==> src/rtl/operand_fetch_stage_pkg.sv <==
// Shared widths, bypass-select encodings and the ID/EX register payload.
package operand_fetch_stage_pkg;

  localparam int unsigned DATA_W = 32;
  localparam int unsigned REG_AW = 5;
  localparam int unsigned CTRL_W = 16;

  localparam logic [REG_AW-1:0] REG_ZERO = REG_AW'(0);

  typedef enum logic [1:0] {
    SEL_ZERO = 2'd0,
    SEL_EX   = 2'd1,
    SEL_WB   = 2'd2,
    SEL_RF   = 2'd3
  } byp_sel_e;

  typedef struct packed {
    logic              valid;
    logic [DATA_W-1:0] op_a;
    logic [DATA_W-1:0] op_b;
    logic [REG_AW-1:0] dest;
    logic              we;
    logic              is_load;
    logic [CTRL_W-1:0] ctrl;
  } idex_t;

  // True when a real (non-r0) source register names the given destination.
  function automatic logic reg_hit(input logic [REG_AW-1:0] src,
                                   input logic [REG_AW-1:0] dst);
    return (src != REG_ZERO) && (src == dst);
  endfunction

endpackage

==> src/rtl/operand_fetch_stage_if.sv <==
// ID-side, register-file, forwarding and ID/EX bundle of the operand stage.
interface operand_fetch_stage_if #(
  parameter int unsigned CNT_W = 32
);
  import operand_fetch_stage_pkg::*;

  logic              id_valid;
  logic [REG_AW-1:0] id_rs;
  logic [REG_AW-1:0] id_rt;
  logic              id_uses_rs;
  logic              id_uses_rt;
  logic [REG_AW-1:0] id_dest;
  logic              id_we;
  logic              id_is_load;
  logic [CTRL_W-1:0] id_ctrl;

  logic [REG_AW-1:0] rf_ra1;
  logic [REG_AW-1:0] rf_ra2;
  logic [DATA_W-1:0] rf_rd1;
  logic [DATA_W-1:0] rf_rd2;

  logic [DATA_W-1:0] ex_result;
  logic              wb_we;
  logic [REG_AW-1:0] wb_wa;
  logic [DATA_W-1:0] wb_wd;

  logic              ex_stall;
  logic              flush;
  logic              id_stall;

  logic              ex_valid;
  logic [DATA_W-1:0] ex_op_a;
  logic [DATA_W-1:0] ex_op_b;
  logic [REG_AW-1:0] ex_dest;
  logic              ex_we;
  logic              ex_is_load;
  logic [CTRL_W-1:0] ex_ctrl;

  logic [CNT_W-1:0]  load_use_cnt;

  modport master (
    output id_valid, id_rs, id_rt, id_uses_rs, id_uses_rt, id_dest, id_we, id_is_load, id_ctrl,
    output rf_rd1, rf_rd2, ex_result, wb_we, wb_wa, wb_wd, ex_stall, flush,
    input  rf_ra1, rf_ra2, id_stall,
    input  ex_valid, ex_op_a, ex_op_b, ex_dest, ex_we, ex_is_load, ex_ctrl, load_use_cnt
  );

  modport slave (
    input  id_valid, id_rs, id_rt, id_uses_rs, id_uses_rt, id_dest, id_we, id_is_load, id_ctrl,
    input  rf_rd1, rf_rd2, ex_result, wb_we, wb_wa, wb_wd, ex_stall, flush,
    output rf_ra1, rf_ra2, id_stall,
    output ex_valid, ex_op_a, ex_op_b, ex_dest, ex_we, ex_is_load, ex_ctrl, load_use_cnt
  );

endinterface

==> src/rtl/operand_fetch_stage_operand_bypass.sv <==
// Per-operand forwarding mux: r0, then EX result, then WB write data, then register file.
module operand_fetch_stage_operand_bypass
  import operand_fetch_stage_pkg::*;
(
  input  logic [REG_AW-1:0] src,
  input  logic              ex_fwd_en,
  input  logic [REG_AW-1:0] ex_dest,
  input  logic [DATA_W-1:0] ex_result,
  input  logic              wb_we,
  input  logic [REG_AW-1:0] wb_wa,
  input  logic [DATA_W-1:0] wb_wd,
  input  logic [DATA_W-1:0] rf_rd,
  output logic [DATA_W-1:0] operand_c
);

  byp_sel_e sel;

  // Pick the youngest producer of src; loads in EX are never forwarded.
  always_comb begin
    sel = SEL_RF;
    if (src == REG_ZERO) begin
      sel = SEL_ZERO;
    end else if (ex_fwd_en && (ex_dest == src)) begin
      sel = SEL_EX;
    end else if (wb_we && (wb_wa == src)) begin
      sel = SEL_WB;
    end
  end

  // Steer the selected source onto the operand.
  always_comb begin
    operand_c = '0;
    case (sel)
      SEL_ZERO: operand_c = '0;
      SEL_EX:   operand_c = ex_result;
      SEL_WB:   operand_c = wb_wd;
      default:  operand_c = rf_rd;
    endcase
  end

endmodule

==> src/rtl/operand_fetch_stage.sv <==
// Operand fetch: register file addressing, bypass, load-use hazard, ID/EX register, stall counter.
module operand_fetch_stage #(
  parameter int unsigned CNT_W = 32
) (
  input logic                  clk,
  input logic                  rst_n,
  operand_fetch_stage_if.slave bus
);
  import operand_fetch_stage_pkg::*;

  idex_t             ex_q;
  logic [CNT_W-1:0]  cnt_q;
  logic              hazard_c;
  logic              ex_fwd_en_c;
  logic [DATA_W-1:0] op_a_c;
  logic [DATA_W-1:0] op_b_c;

  assign bus.rf_ra1 = bus.id_rs;
  assign bus.rf_ra2 = bus.id_rt;

  assign ex_fwd_en_c = ex_q.valid && ex_q.we && !ex_q.is_load;

  operand_fetch_stage_operand_bypass u_byp_a (
    .src       (bus.id_rs),
    .ex_fwd_en (ex_fwd_en_c),
    .ex_dest   (ex_q.dest),
    .ex_result (bus.ex_result),
    .wb_we     (bus.wb_we),
    .wb_wa     (bus.wb_wa),
    .wb_wd     (bus.wb_wd),
    .rf_rd     (bus.rf_rd1),
    .operand_c (op_a_c)
  );

  operand_fetch_stage_operand_bypass u_byp_b (
    .src       (bus.id_rt),
    .ex_fwd_en (ex_fwd_en_c),
    .ex_dest   (ex_q.dest),
    .ex_result (bus.ex_result),
    .wb_we     (bus.wb_we),
    .wb_wa     (bus.wb_wa),
    .wb_wd     (bus.wb_wd),
    .rf_rd     (bus.rf_rd2),
    .operand_c (op_b_c)
  );

  // A load in EX whose result the ID instruction needs cannot be forwarded yet.
  always_comb begin
    hazard_c = 1'b0;
    if (bus.id_valid && ex_q.valid && ex_q.is_load && ex_q.we) begin
      hazard_c = (bus.id_uses_rs && reg_hit(bus.id_rs, ex_q.dest)) ||
                 (bus.id_uses_rt && reg_hit(bus.id_rt, ex_q.dest));
    end
  end

  assign bus.id_stall = bus.ex_stall || hazard_c;

  // ID/EX register: hold on EX stall, squash on flush or hazard, else capture.
  always_ff @(posedge clk or negedge rst_n) begin
    if (!rst_n) begin
      ex_q <= '0;
    end else if (bus.ex_stall) begin
      ex_q <= ex_q;
    end else if (bus.flush || hazard_c) begin
      ex_q.valid <= 1'b0;
      ex_q.we    <= 1'b0;
    end else begin
      ex_q.valid   <= bus.id_valid;
      ex_q.op_a    <= op_a_c;
      ex_q.op_b    <= op_b_c;
      ex_q.dest    <= bus.id_dest;
      ex_q.we      <= bus.id_we && bus.id_valid;
      ex_q.is_load <= bus.id_is_load;
      ex_q.ctrl    <= bus.id_ctrl;
    end
  end

  // Saturating count of cycles lost to load-use bubbles.
  always_ff @(posedge clk or negedge rst_n) begin
    if (!rst_n) begin
      cnt_q <= '0;
    end else if (hazard_c && !bus.ex_stall && (cnt_q != '1)) begin
      cnt_q <= cnt_q + CNT_W'(1);
    end
  end

  assign bus.ex_valid     = ex_q.valid;
  assign bus.ex_op_a      = ex_q.op_a;
  assign bus.ex_op_b      = ex_q.op_b;
  assign bus.ex_dest      = ex_q.dest;
  assign bus.ex_we        = ex_q.we;
  assign bus.ex_is_load   = ex_q.is_load;
  assign bus.ex_ctrl      = ex_q.ctrl;
  assign bus.load_use_cnt = cnt_q;

endmodule

==> src/flat_wrapper.sv <==
// flat-port wrapper written by rule: the top's interface ports become plain ports
module operand_fetch_stage_flat import operand_fetch_stage_pkg::*;
#(
  parameter int unsigned CNT_W = 32
)
  (clk, rst_n, bus_id_valid, bus_id_rs, bus_id_rt, bus_id_uses_rs, bus_id_uses_rt, bus_id_dest, bus_id_we, bus_id_is_load, bus_id_ctrl, bus_rf_rd1, bus_rf_rd2, bus_ex_result, bus_wb_we, bus_wb_wa, bus_wb_wd, bus_ex_stall, bus_flush, bus_rf_ra1, bus_rf_ra2, bus_id_stall, bus_ex_valid, bus_ex_op_a, bus_ex_op_b, bus_ex_dest, bus_ex_we, bus_ex_is_load, bus_ex_ctrl, bus_load_use_cnt);
  operand_fetch_stage_if #(.CNT_W(CNT_W)) bus_i ();
  input logic clk;
  input logic rst_n;
  input wire logic [$bits(bus_i.id_valid)-1:0] bus_id_valid;
  input wire logic [$bits(bus_i.id_rs)-1:0] bus_id_rs;
  input wire logic [$bits(bus_i.id_rt)-1:0] bus_id_rt;
  input wire logic [$bits(bus_i.id_uses_rs)-1:0] bus_id_uses_rs;
  input wire logic [$bits(bus_i.id_uses_rt)-1:0] bus_id_uses_rt;
  input wire logic [$bits(bus_i.id_dest)-1:0] bus_id_dest;
  input wire logic [$bits(bus_i.id_we)-1:0] bus_id_we;
  input wire logic [$bits(bus_i.id_is_load)-1:0] bus_id_is_load;
  input wire logic [$bits(bus_i.id_ctrl)-1:0] bus_id_ctrl;
  input wire logic [$bits(bus_i.rf_rd1)-1:0] bus_rf_rd1;
  input wire logic [$bits(bus_i.rf_rd2)-1:0] bus_rf_rd2;
  input wire logic [$bits(bus_i.ex_result)-1:0] bus_ex_result;
  input wire logic [$bits(bus_i.wb_we)-1:0] bus_wb_we;
  input wire logic [$bits(bus_i.wb_wa)-1:0] bus_wb_wa;
  input wire logic [$bits(bus_i.wb_wd)-1:0] bus_wb_wd;
  input wire logic [$bits(bus_i.ex_stall)-1:0] bus_ex_stall;
  input wire logic [$bits(bus_i.flush)-1:0] bus_flush;
  output wire logic [$bits(bus_i.rf_ra1)-1:0] bus_rf_ra1;
  output wire logic [$bits(bus_i.rf_ra2)-1:0] bus_rf_ra2;
  output wire logic [$bits(bus_i.id_stall)-1:0] bus_id_stall;
  output wire logic [$bits(bus_i.ex_valid)-1:0] bus_ex_valid;
  output wire logic [$bits(bus_i.ex_op_a)-1:0] bus_ex_op_a;
  output wire logic [$bits(bus_i.ex_op_b)-1:0] bus_ex_op_b;
  output wire logic [$bits(bus_i.ex_dest)-1:0] bus_ex_dest;
  output wire logic [$bits(bus_i.ex_we)-1:0] bus_ex_we;
  output wire logic [$bits(bus_i.ex_is_load)-1:0] bus_ex_is_load;
  output wire logic [$bits(bus_i.ex_ctrl)-1:0] bus_ex_ctrl;
  output wire logic [$bits(bus_i.load_use_cnt)-1:0] bus_load_use_cnt;
  assign bus_i.id_valid = bus_id_valid;
  assign bus_i.id_rs = bus_id_rs;
  assign bus_i.id_rt = bus_id_rt;
  assign bus_i.id_uses_rs = bus_id_uses_rs;
  assign bus_i.id_uses_rt = bus_id_uses_rt;
  assign bus_i.id_dest = bus_id_dest;
  assign bus_i.id_we = bus_id_we;
  assign bus_i.id_is_load = bus_id_is_load;
  assign bus_i.id_ctrl = bus_id_ctrl;
  assign bus_i.rf_rd1 = bus_rf_rd1;
  assign bus_i.rf_rd2 = bus_rf_rd2;
  assign bus_i.ex_result = bus_ex_result;
  assign bus_i.wb_we = bus_wb_we;
  assign bus_i.wb_wa = bus_wb_wa;
  assign bus_i.wb_wd = bus_wb_wd;
  assign bus_i.ex_stall = bus_ex_stall;
  assign bus_i.flush = bus_flush;
  assign bus_rf_ra1 = bus_i.rf_ra1;
  assign bus_rf_ra2 = bus_i.rf_ra2;
  assign bus_id_stall = bus_i.id_stall;
  assign bus_ex_valid = bus_i.ex_valid;
  assign bus_ex_op_a = bus_i.ex_op_a;
  assign bus_ex_op_b = bus_i.ex_op_b;
  assign bus_ex_dest = bus_i.ex_dest;
  assign bus_ex_we = bus_i.ex_we;
  assign bus_ex_is_load = bus_i.ex_is_load;
  assign bus_ex_ctrl = bus_i.ex_ctrl;
  assign bus_load_use_cnt = bus_i.load_use_cnt;
  operand_fetch_stage #(.CNT_W(CNT_W)) u_core (.clk(clk), .rst_n(rst_n), .bus(bus_i));
endmodule
==> config.mk <==
export PLATFORM = sky130hd
export DESIGN_NAME = operand_fetch_stage_flat
export DESIGN_NICKNAME = d
export VERILOG_FILES = /design/src/rtl/operand_fetch_stage_pkg.sv /design/src/rtl/operand_fetch_stage_if.sv /design/src/rtl/operand_fetch_stage_operand_bypass.sv /design/src/rtl/operand_fetch_stage.sv /design/src/flat_wrapper.sv
export SDC_FILE = /design/constraint.sdc
export NUM_CORES = 1
export LEC_CHECK = 0
export BUFFER_PORTS_ARGS = -buffer_cell sky130_fd_sc_hd__buf_2
export CAP_MARGIN = 25
export CORE_UTILIZATION = 48
export CTS_CLUSTER_SIZE = 14
export DETAILED_ROUTE_END_ITERATION = 12
export PLACE_DENSITY = 0.85
export SETUP_SLACK_MARGIN = 0.1
export SYNTH_ARGS = -nofsm -noshare
export SYNTH_HDL_FRONTEND = slang
export SYNTH_SLANG_ARGS = --single-unit
==> constraint.sdc <==
create_clock -name clk -period 3 [get_ports clk]
set_clock_uncertainty 0.1 [all_clocks]
set_input_delay 0.6 -clock clk [delete_from_list [all_inputs] [get_ports clk]]
set_output_delay 0.6 -clock clk [all_outputs]
set_load 0.005 [all_outputs]
# Word-level counts from Yosys, hierarchy flattened
# Index checks and enable logic that the tools add are counted.
# op_classes
eq_ne	11
bitwise_logic	2
mux	11
reduce_logical	28
add_sub_neg	1
# ops
operator	count
one-hot mux 32 bit (3 select lines)	2
adder 32 x 1 -> 32 bit, second input constant	1
inequality test 32 bit, second input constant	1
== test 5 bit	6
logical AND 1 bit	16
logical NOT 5 bit	2
nonzero test 5 bit	2
two-way mux 2 bit	4
two-way mux 1 bit	5
== test 2 x 1 -> 1 bit, second input constant	2
== test 2 bit, second input constant	2
logical NOT 2 bit	2
logical OR 1 bit	3
logical NOT 1 bit	2
inverter 1 bit	2
AND reduction 2 bit	1
# totals
reg_bits	120
in_bits	174
word_cells	61
out_inout_bits	131

# Longest topological paths before layout
# depth
word_depth	8
mapped_depth	9
ltp_nobuf	7

# Cells and area by module
# A second synthesis with hierarchy kept.
# unflattened
cells_unflattened	621
area_unflattened_um2	6959.2
# by_module_without_submodules
module	cells_each	n_inst	seq_area_each_um2	area_per_inst_um2
operand_fetch_stage	371	1	3002.9	5149.9
operand_fetch_stage_operand_bypass	125	2	0.0	904.6

# Worst setup path before layout
# OpenSTA, ideal clock, no wires.
# synth_timing
path_type	in2reg
start	input bus_id_rt[1]
end	register u_core.ex_q, in the netlist u_core.bus.ex_op_a[24]
setup_slack_ns	0.543
stages	8
arrival_ns	2.229
path_cell_list	or4_4 -> nor2_4 -> nor4_4 -> o21ai_2 -> nand2_2 -> buf_6 -> buf_6 -> mux2_1
# synth_via
elab_chain_cells	8
# synth_lines
item	line	text
start, declared	flat_wrapper.sv:12	input wire logic [$bits(bus_i.id_rt)-1:0] bus_id_rt;
== test 5 bit / nonzero test 5 bit (equally long branches)	operand_fetch_stage_pkg.sv:30	return (src != REG_ZERO) && (src == dst);
logical AND 1 bit (*)	operand_fetch_stage_pkg.sv:30	
logical AND 1 bit (*)	operand_fetch_stage.sv:52	(bus.id_uses_rt && reg_hit(bus.id_rt, ex_q.dest));
logical OR 1 bit (*)	operand_fetch_stage.sv:51	hazard_c = (bus.id_uses_rs && reg_hit(bus.id_rs, ex_q.dest)) ||
two-way mux 1 bit (*)	operand_fetch_stage.sv:50	if (bus.id_valid && ex_q.valid && ex_q.is_load && ex_q.we) begin
logical OR 1 bit (*)	operand_fetch_stage.sv:64	end else if (bus.flush || hazard_c) begin
inverter 1 bit (no line) (*)	-	
AND reduction 2 bit (no line) (*)	-	
end signal, assigned	operand_fetch_stage.sv:63	ex_q <= ex_q;
end, declared	operand_fetch_stage.sv:11	idex_t ex_q;
# Every way passes the cells marked *; elsewhere a longest branch is shown, timed or not.
# A chain may end at the register's enable or synchronous reset.

# Final worst setup path
# layout_timing
start	register u_core.ex_q, in the netlist u_core.bus.ex_dest[1]
end	output bus_id_stall
# layout_via
elab_chain_cells	6
# layout_lines
item	line	text
== test 5 bit	operand_fetch_stage_pkg.sv:30	
logical AND 1 bit	operand_fetch_stage_pkg.sv:30	
logical AND 1 bit (on tied branches)	operand_fetch_stage.sv:51, operand_fetch_stage.sv:52	
logical OR 1 bit (*)	operand_fetch_stage.sv:51	
two-way mux 1 bit (*)	operand_fetch_stage.sv:50	
logical OR 1 bit (*)	operand_fetch_stage.sv:56	assign bus.id_stall = bus.ex_stall || hazard_c;
end, declared	flat_wrapper.sv:29	output wire logic [$bits(bus_i.id_stall)-1:0] bus_id_stall;
# Marks and branches as above.

==> flow_metrics.tcl <==
set metrics [dict create \
    status "completed" \
    critPathLaunchType "flip-flop" \
    cts_max_path_buffers 2 \
    port_buffers 304 \
    io_pins 305 \
    cts_tree "done" \
    synth_edf_count 0 \
    routed_via_density 5.77 \
    slew_headroom 0.583 \
    die_h_um 121 \
    clock-sinks 120 \
    critPathRequiredTime_ns 2.30 \
    vias 6846 \
    synthCells 699 \
    p_leak_nw 4.68 \
    h-tree-depth 4 \
    synth_area_leaders "dfrtp_1 44%, mux2_2 9.8%, a21oi_1 7.0%" \
    cts_root_buffer "clkbuf_16" \
    crit_buf_inv 1 \
    clkLatencyLatePin_ns 0.41 \
    hp-class "in2async" \
    globalplace.congestion 0.955 \
    cap_violations 0 \
    grt_pass1_vias 6756 \
    antenna_found_initial 4 \
    setup_viol 0 \
    tns_ns 0 \
    tightest_slew_ns 0.624 \
    first_iter_violations 687 \
    syn_nets 874 \
    ys_types 42 \
    drc 0 \
    slowest_stage "dfrtp_1" \
    routedWlPerCell_um 18.3 \
    async_flop_share 1.00 \
    max_stage_delay_ns 0.43 \
    routed_wl_um 21800 \
    grt_start_max_net_pins 65 \
    clkTransAtPathRegs_ns 0.05 \
    synth-seq-cells 120 \
    min_period_over_period 0.912 \
    synth_top_area_frac 0.443 \
    rows 43 \
    dp_hpwl_um 15500 \
    fin_util 0.662 \
    rr_startpoint "u_core.bus.ex_dest[3]$_DFFE_PN0P_" \
    core_region_area_um2 13800 \
    synth_area_leader_cell "dfrtp_1" \
    cp_cell_sequence "xor2_1 > nor4_2 > and4_4 > o21ai_2 > nand2_1 > buf_2" \
    area_delta_synth_final_pct 35.0 \
    crit_arrival_ns 2.04 \
    whs_ns 0.0178 \
    fmax_ghz 0.365 \
    antenna_left 0 \
    layout.nets 1165 \
    final-hold-violation-count 0 \
    syn_area_per_cell_um2 9.69 \
    worstSetupPathType "reg2out" \
    layout-drive-gt1-share 0.428 \
    reg2reg_slack_ns 0.48 \
    vdd_drop_max_uv 334 \
    netlist_area_um2 6780 \
    yosysWarnings 0 \
    seq_area_frac_synth 0.443 \
    die_area_um2 14600 \
    grt_pass1_wl_um 34100 \
    grt-ovfl-total 0 \
    cpLargestDelayFamily "simple AND/OR/NAND/NOR gates" \
    synth_flop_cell "dfrtp_1" \
    die_x_um 121 \
    cts_hold_buffers 0 \
    p_per_area_nw_per_um2 539 \
    crit_path_end_kind "output port" \
    initial_core_util 0.490 \
    crit_path_start "u_core.bus.ex_dest[1]$_DFFE_PN0P_" \
    fin_crit_ns 2.74 \
    total_power_mw 4.93 \
    fill_cells 1045 \
    final_max_slew_viol_count 0 \
    grtUsageTotal 0.301 \
    cp_max_fo 4 \
    cts_buffers 17 \
    dr.pass1.iters 5 \
    rsz0062_at_grt "no" \
]
[worst paths after layout]
kind	cells past startpoint	to
worst max-delay path	6	bus_id_stall
worst min-delay path	1	u_core.bus.load_use_cnt[11]$_DFFE_PN0P_
worst max register to register	8	u_core.bus.load_use_cnt[29]$_DFFE_PN0P_
worst min register to register	1	u_core.bus.ex_op_b[8]$_DFFE_PN0P_
max in group asynchronous	2	u_core.bus.ex_op_a[24]$_DFFE_PN0P_
min in group clk	2	u_core.bus.ex_dest[3]$_DFFE_PN0P_
[through the flow]
| step | instance area (µm²) | worst slack (ns) | cells |
|---|---|---|---|
| finish | 9150 | 0.263 | 1186 |
| global route | 9150 | 0.104 | 1186 |
| CTS | 9110 | 0.112 | 1179 |
| detailed placement | 8470 | 0.148 | 1147 |
| global placement | 8470 | 0.220 | 1147 |
| floorplan | 6780 | 0.543 | 699 |
[logic make-up after synthesis]
family          after synthesis  synth area share
fa+ha+maj                     1           0.00185
mux                          88             0.146
simple gates                180             0.133
xor+xnor                     50            0.0646
buf+inv                      94            0.0652
compound gates              166             0.146
flops                       120             0.443
[cells in the final DEF (no fill, tap or decap), drive strengths merged, types with 2 or more instances in the layout]
master and instances:
buf 328, dfrtp 120, a21oi 95, nand2 90, mux2 88, inv 38, xor2 36, o21ai 34
a221oi 32, clkbuf 23, nor4 21, nor2 17, nand3 15, xnor2 14, nor3 10, nand4 9
and3 6, bufinv 5, clkinv 4, nor4b 4, diode 3, o211ai 2
[metal layers]
layer / vias up / track usage / wire, µm
li1: 3077 / - / -
met1: 3229 / 0.359 / 8080
met2: 463 / 0.497 / 10700
met3: 77 / 0.0693 / 2130
met4: 0 / 0.174 / 901
met5: - / 0 / 0
[where the power goes]
| part | total (mW) | internal, mW | switching [mW] |
|---|---|---|---|
| registers | 1.92 | 1.81 | 0.107 |
| clock network | 2.21 | 1.51 | 0.697 |
| logic | 0.806 | 0.429 | 0.377 |
[state kept, by name, indices dropped and copies added (netlist names)]
signal	flops
u_core.bus.ex_op_a	32
u_core.bus.ex_op_b	32
u_core.bus.load_use_cnt	32
u_core.bus.ex_ctrl	16
u_core.bus.ex_dest	5
u_core.bus.ex_is_load	1
u_core.bus.ex_valid	1
u_core.bus.ex_we	1
[cell type report]
class	instances	area, µm²	share of cell area
Antenna cell	3	7.51	0.000821
Clock buffer	23	468	0.0511
Clock inverter	9	170	0.0186
Inverter	38	143	0.0156
Multi-Input combinational cell	485	3350	0.367
Sequential cell	120	3000	0.328
Tap cell	180	225	0.0246
Timing Repair Buffer	328	1780	0.194
[worst register-to-register path, delay by kind of cell, from the launching register on]
kind / cells / cell delay (ns)
DFF: 1 / 0.43
buffers and inverters: 2 / 0.43
and+or+nand+nor: 3 / 0.86
AOI/OAI and AO/OA: 1 / 0.19
xor gates and xnor gates: 2 / 0.43
[synth_stat cells (2+ instances only)]
| cell type | count |
|---|---|
| dfrtp_1 | 120 |
| a21oi_1 | 95 |
| nand2_1 | 89 |
| mux2_2 | 59 |
| inv_1 | 38 |
| xor2_1 | 36 |
| o21ai_0 | 33 |
| a221oi_1 | 32 |
| clkbuf_1 | 30 |
| mux2_1 | 29 |
| nor4_1 | 18 |
| nor2_1 | 16 |
| nand3_1 | 15 |
| xnor2_1 | 14 |
| buf_2 | 11 |
| buf_4 | 10 |
| nand4_1 | 9 |
| nor3_1 | 9 |
| and3_1 | 6 |
| buf_6 | 5 |
| nor4b_1 | 3 |
| nor4_2 | 2 |
[what timing repair did]
| action | CTS | global route |
|---|---|---|
| resized for setup | 0 | 2 |
| buffers inserted | 0 | 4 |
| setup endpoints to repair | 0 | 1 |
No activity file was read; power rests on OpenSTA's default activity.
